File: src/rtl/mc_pkg.sv
// Shared types and default widths for the Monte Carlo integrator blocks.
// Latency: n/a (declarations only).
// Backpressure: n/a.
package mc_pkg;

    // Default widths shared by the function stage, the RNG and the accumulator.
    localparam int MC_T_WIDTH = 16;
    localparam int MC_CNT_W   = 20;

    // Accumulator run-control states.
    typedef enum logic [1:0] {
        IDLE  = 2'd0,
        RUN   = 2'd1,
        FLUSH = 2'd2,
        DONE  = 2'd3
    } mc_acc_state_e;

endpackage : mc_pkg

File: src/rtl/mc_hit_compare.sv
// Registered hit classifier: flags a sample as a hit when z <= t (unsigned, full width).
// Latency: 1 cycle from an accepted sample to hit_o/hit_vld_o.
// Backpressure: none; hit_vld_o follows acc_i each cycle and drops when nothing is accepted.
module mc_hit_compare
    import mc_pkg::*;
#(
    parameter int T_WIDTH = MC_T_WIDTH
) (
    input  logic               clk_i,
    input  logic               rst_i,
    input  logic               clr_i,
    input  logic               acc_i,
    input  logic [T_WIDTH-1:0] t_i,
    input  logic [T_WIDTH-1:0] z_i,
    output logic               hit_o,
    output logic               hit_vld_o
);

    logic hit_q;
    logic hit_vld_q;

    // Capture the compare result of an accepted sample; the valid flag lasts one cycle.
    always_ff @(posedge clk_i) begin
        if (rst_i || clr_i) begin
            hit_q     <= 1'b0;
            hit_vld_q <= 1'b0;
        end else begin
            hit_vld_q <= acc_i;
            if (acc_i) begin
                hit_q <= (z_i <= t_i);
            end
        end
    end

    assign hit_o     = hit_q;
    assign hit_vld_o = hit_vld_q;

endmodule : mc_hit_compare

File: src/rtl/mc_hit_accumulator.sv
// Counts accepted samples and hits (z <= t) over a run of n_samples, then pulses done.
// Latency: hit visible in hits_o 2 edges after acceptance; done 1 cycle after the FLUSH cycle.
// Backpressure: in_ready_o high only in RUN; in_valid_o gaps stall the run without timeout.
module mc_hit_accumulator
    import mc_pkg::*;
#(
    parameter int T_WIDTH = MC_T_WIDTH,
    parameter int CNT_W   = MC_CNT_W
) (
    input  logic               clk_i,
    input  logic               rst_i,
    input  logic               start_i,
    input  logic [CNT_W-1:0]   n_samples_i,
    input  logic               in_valid_i,
    output logic               in_ready_o,
    input  logic [T_WIDTH-1:0] in_t_i,
    input  logic [T_WIDTH-1:0] in_z_i,
    output logic               busy_o,
    output logic               done_o,
    output logic [CNT_W-1:0]   hits_o,
    output logic [CNT_W-1:0]   total_o
);

    mc_acc_state_e    state_q;
    logic [CNT_W-1:0] n_q;
    logic [CNT_W-1:0] total_q;
    logic [CNT_W-1:0] hits_q;
    logic [CNT_W-1:0] hits_d;
    logic             in_ready_q;
    logic             busy_q;
    logic             done_q;

    logic             accept;
    logic             start_take;
    logic             hit;
    logic             hit_vld;

    // in_ready_q mirrors state == RUN, so accept needs no extra state decode.
    assign accept     = in_valid_i && in_ready_q;
    assign start_take = start_i && (state_q == IDLE);

    mc_hit_compare #(
        .T_WIDTH (T_WIDTH)
    ) u_cmp (
        .clk_i     (clk_i),
        .rst_i     (rst_i),
        .clr_i     (start_take),
        .acc_i     (accept),
        .t_i       (in_t_i),
        .z_i       (in_z_i),
        .hit_o     (hit),
        .hit_vld_o (hit_vld)
    );

    // Run control: state, latched run length, sample count and registered status flags.
    always_ff @(posedge clk_i) begin
        if (rst_i) begin
            state_q    <= IDLE;
            n_q        <= '0;
            total_q    <= '0;
            in_ready_q <= 1'b0;
            busy_q     <= 1'b0;
            done_q     <= 1'b0;
        end else begin
            case (state_q)
                IDLE: begin
                    done_q <= 1'b0;
                    if (start_i) begin
                        n_q     <= n_samples_i;
                        total_q <= '0;
                        busy_q  <= 1'b1;
                        if (n_samples_i == '0) begin
                            // Empty run: skip straight to the flush/report tail.
                            state_q    <= FLUSH;
                            in_ready_q <= 1'b0;
                        end else begin
                            state_q    <= RUN;
                            in_ready_q <= 1'b1;
                        end
                    end
                end
                RUN: begin
                    if (in_valid_i) begin
                        total_q <= total_q + CNT_W'(1);
                        if ((total_q + CNT_W'(1)) == n_q) begin
                            state_q    <= FLUSH;
                            in_ready_q <= 1'b0;
                        end
                    end
                end
                FLUSH: begin
                    // The last compare result drains into hits during this cycle.
                    state_q <= DONE;
                    busy_q  <= 1'b0;
                    done_q  <= 1'b1;
                end
                DONE: begin
                    state_q <= IDLE;
                    done_q  <= 1'b0;
                end
                default: begin
                    state_q    <= IDLE;
                    in_ready_q <= 1'b0;
                    busy_q     <= 1'b0;
                    done_q     <= 1'b0;
                end
            endcase
        end
    end

    // Hit count folds in the one-cycle-delayed compare result; cleared on an accepted start.
    always_comb begin
        hits_d = hits_q;
        if (start_take) begin
            hits_d = '0;
        end else if (hit_vld && hit) begin
            hits_d = hits_q + CNT_W'(1);
        end
    end

    // Hit counter register.
    always_ff @(posedge clk_i) begin
        if (rst_i) begin
            hits_q <= '0;
        end else begin
            hits_q <= hits_d;
        end
    end

    assign in_ready_o = in_ready_q;
    assign busy_o     = busy_q;
    assign done_o     = done_q;
    assign hits_o     = hits_q;
    assign total_o    = total_q;

endmodule : mc_hit_accumulator

File: config.mk
export PLATFORM = sky130hd
export DESIGN_NAME = mc_hit_accumulator
export DESIGN_NICKNAME = d
export VERILOG_FILES = /design/src/rtl/mc_pkg.sv /design/src/rtl/mc_hit_compare.sv /design/src/rtl/mc_hit_accumulator.sv
export SDC_FILE = /design/constraint.sdc
export NUM_CORES = 1
export LEC_CHECK = 0
export BUFFER_PORTS_ARGS = -buffer_cell sky130_fd_sc_hd__buf_2
export CAP_MARGIN = 40
export CORE_AREA = 3 3 104 86
export CTS_CLUSTER_DIAMETER = 200
export DETAILED_ROUTE_END_ITERATION = 10
export DIE_AREA = 0 0 107 89
export PLACE_DENSITY = 0.74
export SYNTH_ARGS = -nofsm -noshare
export SYNTH_HDL_FRONTEND = slang
export SYNTH_SLANG_ARGS = --single-unit
File: constraint.sdc
create_clock -name clk_i -period 4.9 [get_ports clk_i]
set_input_delay 0 -clock clk_i [delete_from_list [all_inputs] [get_ports clk_i]]
set_output_delay 0 -clock clk_i [all_outputs]
set_load 0.01 [all_outputs]
* After elaboration in Yosys (flattened, before gate mapping)
Cells that the tools add are included. W data, S select, Z words.
Storage, ports and cells: register bits after elaboration 67, input port bits 56, output and inout bits 43, logic and storage cells 51
Cells by class: add/sub/neg operators 2, magnitude comparators 1, eq/ne operators 7, mux-type cells 16, reductions and logical operators 16
Operators with widths (count):
- $add A20 B1 Y20 const B | 2
- $mux W20 | 2
- $pmux W20 S2 | 1
- $eq A20 B20 Y1 | 1
- $logic_not A20 Y1 | 1
- $le A16 B16 Y1 | 1
- $mux W2 | 4
- $pmux W2 S4 | 1
- $ne A2 B2 Y1 const B | 3
- $pmux W1 S2 | 3
- $reduce_and A3 Y1 | 2
- $reduce_bool A2 Y1 | 3
- $mux W1 | 5
- $eq A2 B2 Y1 const B | 2
- $reduce_and A2 Y1 | 2
- $reduce_and A4 Y1 | 1
- $reduce_or A2 Y1 | 2
- $logic_and A1 B1 Y1 | 3
- $eq A2 B1 Y1 const B | 1
- $logic_not A2 Y1 | 1
- $logic_or A1 B1 Y1 | 1

* Logic depth before layout (Yosys ltp)
depth in word-level cells 5, mapped depth 10

* By module
From an unflattened synthesis, not the netlist that was laid out.
Second synthesis, totals: cell total of the unflattened synthesis 515, area, all modules 4056.4 um2
By module, submodules not included:
- mc_hit_accumulator | instances 1, cells each 451, area each 3562.2 um2
- mc_hit_compare | instances 1, cells each 64, area each 494.2 um2

* Worst setup path after synthesis
No wires, ideal clock.
kind register -> register, from register total_q[0], in the netlist total_o[0], to register state_q[1], setup time 0.132 ns, data arrival time 2.398 ns, required time 4.768 ns, setup slack 2.370 ns, cell stages (with the launch flop) 10, buffers on the path 0, cell sequence dfxtp_1 > ha_1 > nand4_1 > nor4_2 > nor2_1 > or3_1 > nor4_2 > a41o_2 > and2_1 > a211oi_2
On the way: word-level cells in the longest chain between the ends 4
RTL lines:
- start: declaration | line mc_hit_accumulator.sv:26 | logic [CNT_W-1:0] total_q;
- start signal: assignment | line mc_hit_accumulator.sv:84 | total_q <= total_q + CNT_W'(1);
- $add A20 B1 Y20 | line mc_hit_accumulator.sv:85 | if ((total_q + CNT_W'(1)) == n_q) begin
- $eq A20 B20 Y1 | line mc_hit_accumulator.sv:85
- $ne A2 B2 Y1 (no line)
- $reduce_and A3 Y1 (no line)
- end signal: assignment | line mc_hit_accumulator.sv:86 | state_q <= FLUSH;
- end signal: assignment | line mc_hit_accumulator.sv:93 | state_q <= DONE;
- end signal: assignment | line mc_hit_accumulator.sv:98 | state_q <= IDLE;
- end: declaration | line mc_hit_accumulator.sv:24 | mc_acc_state_e state_q;
Every way passes these cells. A chain may end at the register's enable or synchronous reset.

* Worst setup path after layout
Ends and elaborated chain as after synthesis.

==> impl_metrics.ini <==
[status]
status = complete, no violations

[pwr]
clockPowerShare_pct = 34.0
p_switching_w = 0.000616
p_leak_nw = 2.15
internal_power_w = 0.00120
swShare_pct = 33.9
power_frac_seq_pct = 35.6
power_w = 0.00181
p_comb_share_pct = 30.4
power_density_mw_per_mm2 = 365
ir_drop_mv = 0.352

[hold_path]
hp-start = in_z_i[15]
holdPathStages = 5
hold_end = u_cmp.hit_o$_SDFFE_PP0P_
hp-class = input pin to flop

[clock_tree]
clkTransAtPathRegs_ps = 80
cts_resized = 0
cts-buffers-inserted = 9
cts_root_buf = clkbuf_8
clock-sinks = 67
htree_levels = 3
cts_tree = built
cts_buffer_depth = 2
clock_latency_ps = 350

[synth]
ys_seq_area_share_pct = 33.8
yosysUniqueCellTypes = 53
syn_area_mm2 = 0.00396
yosys-top-cells-area = dfxtp_1, nand2_1, a21oi_1
yosys_warnings = 0
async_flop_share_pct = 0
synthFlopType = dfxtp_1
syn_inst = 520
synth_fp_nets = 598
yosys.area.top_type = dfxtp_1
avgSynthCellArea_um2 = 7.62
synth-seq-cells = 67
synth-edff-count = 0
synth_top_area_share_pct = 33.8

[timing]
grt_setup_unrepaired = false
finClkSkew_ps = 8.63
post-route-period-util_pct = 61.6
tns_ps = 0
final.min_clock_period_ps = 3020
setup_viol = 0
timing.fmax_mhz = 331
max-slew-margin-rel_pct = 40.1
report.final.hold_viol_count = 0
slew_viol_final = 0
tightest_slew_ps = 898

[critical_path]
r2r_slack_ps = 1880
r2r_end = state_q[1]$_SDFFE_PP0P_
crit_required_ps = 5090
crit_path_top_delay_cell = nor4_2
crit_arrival_ps = 3210
reg2reg_from = total_o[0]$_SDFFE_PP0P_
cpPeakStageDelay_ps = 600
rr_worst_depth = 9
worstSetupPathType = flop to flop
worstPathCellList = ha_1 > nand4_1 > nor4_2 > nor2_1 > or3_1 > nor4_2 > a41o_2 > and2_1 > a211oi_2
critPathMostFrequentCell = nor4_2
worstPathMaxFanout = 7
cp-end-kind = flop
worstSetupStartpointType = flop

[cells_and_area]
multi_input_area_mm2 = 0.00243
drive_gt1_share_pct = 20.1
fill_cells = 702
num_antenna_cells = 0
area_growth_pct = 25.5
layout_commonest_cell = buf_2
final_nets = 704
seq_area_mm2 = 0.00134
final_cell_mix = buf_2, nand2_1, dfxtp_1, a21oi_1, nor2_1

[drt]
drc_errors = 0
drt_pass1_iterations = 5
ant_nets = 0
drt_wl_total_um = 10600
drt_iter0_drc = 235
via_per_inst = 5.41
wl_per_cell_um = 14.3
vias = 3997

[placed_design]
place_congestion = 0.885
hpwl_um = 7800
io_buffers = 98

[floorplan]
die_h_um = 89
fp.dieW_um = 107
die_area_mm2 = 0.00952
core-area_mm2 = 0.00795
fp-row-count = 29
start_util_pct = 49.9
top_level_ports = 99

[grt]
track_usage_pct = 22.3
met1_usage_pct = 30.0
use_met3_pct = 4.91
grt_pass1_wl_um = 17000
busiest_layer = met2
grt_pass1_vias = 3655
overflow = 0
antenna_found_initial = 0
gr-usage-met2_pct = 36.2
grt_start_max_net_pins = 48

[run]
drv_cap = 0
==> synth_stat cells (3+ instances only) <==
| library cell | count |
|---|---|
| nor4_2 | 3 |
| inv_1 | 25 |
| and3_1 | 6 |
| xor2_1 | 23 |
| nand2_1 | 75 |
| a21oi_1 | 56 |
| a31oi_1 | 5 |
| mux2i_1 | 4 |
| dfxtp_1 | 67 |
| clkbuf_1 | 18 |
| ha_1 | 22 |
| a21o_1 | 4 |
| o21ai_0 | 23 |
| or3_1 | 10 |
| nor2b_1 | 6 |
| nor3_1 | 7 |
| xnor2_1 | 19 |
| nand3_1 | 20 |
| a211oi_1 | 4 |
| nor2_1 | 56 |
| nand2b_1 | 4 |
| buf_2 | 4 |
| nand4_1 | 11 |
| nor4_1 | 10 |
| and2_1 | 5 |
==> registers in the layout, summed over array words and instances (netlist names) <==
register / flops
in_ready_o: 1
state_q: 2
busy_o: 1
done_o: 1
hits_o: 20
n_q: 20
total_o: 20
u_cmp.hit_vld_o: 1
u_cmp.hit_o: 1
==> power groups by stage <==
stage | Clock [W] | Sequential, W | Combinational [W]
6_report | 0.000616 | 0.000646 | 0.000551
5_1_grt | 0.000645 | 0.000651 | 0.000617
4_1_cts | 0.000624 | 0.000645 | 0.000548
3_5_place_dp | 0 | 0.000658 | 0.000532
3_3_place_gp | 0 | 0.000655 | 0.000517
2_1_floorplan | 0 | 0.000645 | 0.000399
==> cells by family after synthesis <==
| family | Yosys count | synth area share, % |
|---|---|---|
| and+or+nand+nor | 228 | 28.5 |
| AOI/OAI and AO/OA | 107 | 15.5 |
| adders and majority gates | 22 | 6.95 |
| xor gates and xnor gates | 42 | 9.28 |
| buffers and inverters | 50 | 4.89 |
| DFF | 67 | 33.8 |
| muxes | 4 | 1.01 |
==> worst max-delay path by stage <==
stage | start | to | slack (ps) | cells after the start
after detailed placement | total_o[0]$_SDFFE_PP0P_ | state_q[1]$_SDFFE_PP0P_ | 2000 | 9
after CTS | total_o[0]$_SDFFE_PP0P_ | state_q[1]$_SDFFE_PP0P_ | 1980 | 9
after floorplan | total_o[0]$_SDFFE_PP0P_ | state_q[1]$_SDFFE_PP0P_ | 2370 | 9
final | total_o[0]$_SDFFE_PP0P_ | state_q[1]$_SDFFE_PP0P_ | 1880 | 9
after global placement | total_o[0]$_SDFFE_PP0P_ | state_q[1]$_SDFFE_PP0P_ | 2150 | 9
after global routing | total_o[0]$_SDFFE_PP0P_ | state_q[1]$_SDFFE_PP0P_ | 1770 | 9
==> area by class of cell <==
| cell class | instances | area share, % |
|---|---|---|
| Clock buffer | 10 | 2.57 |
| Clock inverter | 6 | 2.77 |
| Tap cell | 108 | 2.72 |
| Multi-Input combinational cell | 403 | 48.8 |
| Sequential cell | 67 | 27.0 |
| Timing Repair Buffer | 120 | 14.3 |
| Inverter | 25 | 1.89 |
==> routing by layer <==
layer / part of all wire (%) / vias up / wire (um)
met5: 0 / - / 0
met4: 1.4 / 0 / 149
met3: 5.8 / 17 / 613
met2: 46 / 123 / 4870
met1: 47 / 1846 / 4920
li1: - / 2011 / -
==> worst max-delay path: cells and delay by family, from the launching register on <==
family / cells / cell delay (ps)
AOI/OAI and AO/OA: 2 / 350
adders and majority gates: 1 / 310
DFF: 1 / 450
and+or+nand+nor: 6 / 1750
==> what timing repair did <==
item,4_1_cts,5_1_grt
setup buffers,0,0
hold endpoints to repair,21,0
hold buffers,21,0
==> per-stage QoR <==
step / hold WS [ps] / util (%) / worst slack (ps) / std cells / cell area [um^2]
after floorplan: 136 / - / 2370 / 520 / 3960
after global placement: 254 / 56.5 / 2150 / 701 / 4490
after detailed placement: 257 / 56.6 / 2000 / 702 / 4500
after CTS: 70.8 / 62.6 / 1980 / 739 / 4970
after global routing: 114 / 62.6 / 1770 / 739 / 4970
final: 87.2 / 62.6 / 1880 / 739 / 4970
No activity file was read; power rests on OpenSTA's default activity.
